**config.mk**
```make
export PLATFORM = sky130hd
export DESIGN_NAME = add_sub_4bit
export DESIGN_NICKNAME = d
export VERILOG_FILES = /design/src/rtl/add_sub_4bit.sv
export SDC_FILE = /design/constraint.sdc
export NUM_CORES = 1
export LEC_CHECK = 0
export ABC_CLOCK_PERIOD_IN_PS = 2600
export CAP_MARGIN = 20
export CORE_AREA = 2 2 39 41
export DETAILED_ROUTE_END_ITERATION = 8
export DIE_AREA = 0 0 41 43
export PLACE_DENSITY = 0.54
export RECOVER_POWER = 50
export SLEW_MARGIN = 0
export SYNTH_ARGS = -nofsm -noshare
export SYNTH_HDL_FRONTEND = slang
export SYNTH_SLANG_ARGS = --single-unit
```
**constraint.sdc**
```tcl
create_clock -name i_clk -period 2.6 [get_ports i_clk]
set_input_delay 0.39 -clock i_clk [delete_from_list [all_inputs] [get_ports i_clk]]
set_output_delay 0.39 -clock i_clk [all_outputs]
set_load 0.02 [all_outputs]
```
**src/rtl/add_sub_4bit.sv**
```systemverilog
// Registered ripple-carry adder/subtractor built from an explicit full-adder chain.
// Define ADD_SUB_OVF_EN to add the registered signed-overflow output o_ovf.
module add_sub_4bit #(
    parameter int WIDTH = 4
) (
    input  logic             i_clk,
    input  logic             i_rst,
    input  logic [WIDTH-1:0] i_a,
    input  logic [WIDTH-1:0] i_b,
    input  logic             i_s,
`ifdef ADD_SUB_OVF_EN
    output logic             o_ovf,
`endif
    output logic [WIDTH-1:0] o_sum,
    output logic             o_cout
);

    logic [WIDTH-1:0] bx;
    logic [WIDTH-1:0] sum_d;
    logic [WIDTH:0]   c;
    logic [WIDTH-1:0] sum_q;
    logic             cout_q;

    // Subtraction is A + ~B + 1: invert B and inject the select as carry-in.
    assign c[0] = i_s;

    for (genvar i = 0; i < WIDTH; i++) begin : g_fa
        assign bx[i]    = i_b[i] ^ i_s;
        assign sum_d[i] = i_a[i] ^ bx[i] ^ c[i];
        assign c[i+1]   = (i_a[i] & bx[i]) | (i_a[i] & c[i]) | (bx[i] & c[i]);
    end

    // NOTE: registers use non-blocking assignments so every flop samples pre-edge values.
    always_ff @(posedge i_clk) begin
        if (i_rst) begin
            sum_q  <= '0;
            cout_q <= 1'b0;
        end else begin
            sum_q  <= sum_d;
            cout_q <= c[WIDTH];
        end
    end

    assign o_sum  = sum_q;
    assign o_cout = cout_q;

`ifdef ADD_SUB_OVF_EN
    logic ovf_d;
    logic ovf_q;

    // Signed overflow: carry into the MSB differs from carry out of it.
    assign ovf_d = c[WIDTH] ^ c[WIDTH-1];

    always_ff @(posedge i_clk) begin
        if (i_rst) ovf_q <= 1'b0;
        else       ovf_q <= ovf_d;
    end

    assign o_ovf = ovf_q;
`endif

endmodule

```
==> results_dict.tcl <==
set metrics [dict create \
    die_area_um2 1760 \
    synth_compound_area_share_pct 0 \
    cpMostUsedCell "fa_1" \
    ys_top_cells_by_area "dfxtp_1 41%, fa_1 25%, nor2b_1 7.7%" \
    dp_hpwl_um 362 \
    ioPinCount 16 \
    drv_slew 0 \
    ys_ff_latch 5 \
    synthToLayoutAreaGrowth_pct 83.6 \
    wl_met2_um 209 \
    avgSynthCellArea_um2 11.6 \
    synth_cells 21 \
    path_cells "dlygate4sd3_1 > mux2_2 > fa_1 > inv_1 > fa_1 > inv_1 > fa_1 > nor2b_1" \
    cp_data_required_time_ns 2.72 \
    overflow 0 \
    clk_pin_slew_worst_paths_ns 0.04 \
    hold_buffers 0 \
    fin_crit_ns 2.37 \
    cts_root_buffer "clkbuf_4" \
    cp-end-kind "flip-flop" \
    min_path_type "primary input to flip-flop" \
    synth_top_cell_by_area "dfxtp_1" \
    cts_made_buffers 3 \
    critical_path_buf_inv_count 3 \
    worstPathArrival_ns 2.49 \
    fp.coreArea_um2 1380 \
    relSlewSlack_pct 85.4 \
    nets 56 \
    first_global_vias 186 \
    cp_slowest_stage_delay_ns 0.57 \
    ir_drop_mv 0.128 \
    grt_pass1_wl_um 641 \
    die_x_um 41 \
    cts_tree "yes" \
    synthAdderAreaFrac_pct 24.6 \
    met3_wirelength_um 51 \
    antenna_found_initial 0 \
    netlist_area_um2 244 \
    setup-violations-final 0 \
    cp_top_family "adder cells" \
    fin_crit_sh_pct 91.0 \
    dr.pass1.iters 1 \
    maxUsedRoutingLayer "met3" \
    cts.sinks 5 \
    cap_viol_max_count 0 \
    chipHeight_um 43 \
    rows 14 \
    synth_top_area_share_pct 41.0 \
    yosys.area_share.simple_pct 10.8 \
    place.gp.congestion 0.664 \
    worst_setup_path_start_kind "primary input" \
    muxShareOfSynthArea_pct 4.62 \
    synth_top_family_by_area "adder cells" \
    drive_gt1_share_pct 12.2 \
    yosys_warnings 0 \
    status "complete, no violations" \
    cts_resized 0 \
    tns_ns 0 \
    cp_max_fo 2 \
    slowest_stage "dlygate4sd3_1" \
    vias 196 \
    cts_buffer_depth 2 \
    grt_max_degree 6 \
    h-tree-depth 1 \
    final-hold-violation-count 0 \
    synth_xor_xnor_area_share_pct 14.4 \
    portBuffers 15 \
    wl_um 387 \
    clock.fmax_mhz 423 \
    place_ws_ns 0.0484 \
    p_per_area_nw_per_um2 560 \
    num_antenna_cells 0 \
    tightest_slew_ns 0.218 \
    grtUsageTotal_pct 5.73 \
    setup_slack_ns 0.235 \
    drc_errors 0 \
    wl_met1_um 125 \
    viasPerCell 3.44 \
    post-cts-setup-buffers 0 \
    yosysSeqAreaShare_pct 41.0 \
    grt_setup_unrepaired "no" \
    synth_fp_nets 35 \
    worstSetupPathType "primary input to flip-flop" \
    wire_per_inst_um 6.79 \
    start_util_pct 17.6 \
    p_leak_nw 0.192 \
    drt_iter0_drc 0 \
    ys_types 8 \
    postRouteAntennaNets 0 \
]
## power by group
part           internal, mW  switching, mW
clock                0.0578         0.0282
combinational        0.0425         0.0330
sequential           0.0874        0.00178
## registers in the layout, summed over array words and instances (netlist names)
name and cells:
o_sum 4, o_cout 1
## synth_stat cells, drive strengths merged
| library cell | number |
|---|---|
| dfxtp | 5 |
| fa | 3 |
| inv | 3 |
| nor2b | 3 |
| nor2 | 2 |
| xnor2 | 2 |
| xor2 | 2 |
| mux2 | 1 |
## cell usage in the layout, fill, tap and decap left out, drive strengths merged
| master | netlist | final |
|---|---|---|
| mux2 | 1 | 1 |
| clkbuf | 0 | 4 |
| fa | 3 | 3 |
| xor2 | 2 | 2 |
| clkdlybuf4s50 | 0 | 10 |
| dlygate4sd3 | 0 | 5 |
| dfxtp | 5 | 5 |
| nor2b | 3 | 3 |
| buf | 0 | 1 |
| xnor2 | 2 | 2 |
| inv | 3 | 3 |
| nor2 | 2 | 2 |
## metal layers
metal | GRT usage [%] | vias up
li1 | - | 101
met1 | 5.50 | 86
met2 | 8.75 | 9
met3 | 1.57 | 0
met4 | 6.00 | 0
met5 | 0 | -
## cell type report
class / instances / area, um2
Clock buffer: 4 / 26.3
Fill cell: 153 / 936
Inverter: 3 / 11.3
Multi-Input combinational cell: 13 / 133
Sequential cell: 5 / 100
Tap cell: 16 / 20.0
Timing Repair Buffer: 16 / 158
## through the flow
| stage | hold slack [ns] | util (%) | cells | area, um2 | power, mW |
|---|---|---|---|---|---|
| finish | 0.775 | 32.4 | 57 | 448 | 0.251 |
| global route | 0.828 | 32.4 | 57 | 448 | 0.270 |
| CTS | 0.777 | 32.4 | 57 | 448 | 0.262 |
| detailed placement | 1.02 | 30.5 | 53 | 422 | 0.171 |
| global placement | 1.03 | 30.5 | 53 | 422 | 0.171 |
| floorplan | 0.457 | - | 21 | 244 | 0.128 |
## final timing paths
path / start / to / slack (ns) / cells after the start
max: i_b[0] / o_sum[3] / 0.23 / 8
min: i_rst / o_sum[2] / 0.77 / 2
## cell families after synthesis
group | after synthesis
adders and majority gates | 3
muxes | 1
DFF | 5
and+or+nand+nor | 5
xor gates and xnor gates | 4
buffers and inverters | 3
(Power assumes the default switching activity.)
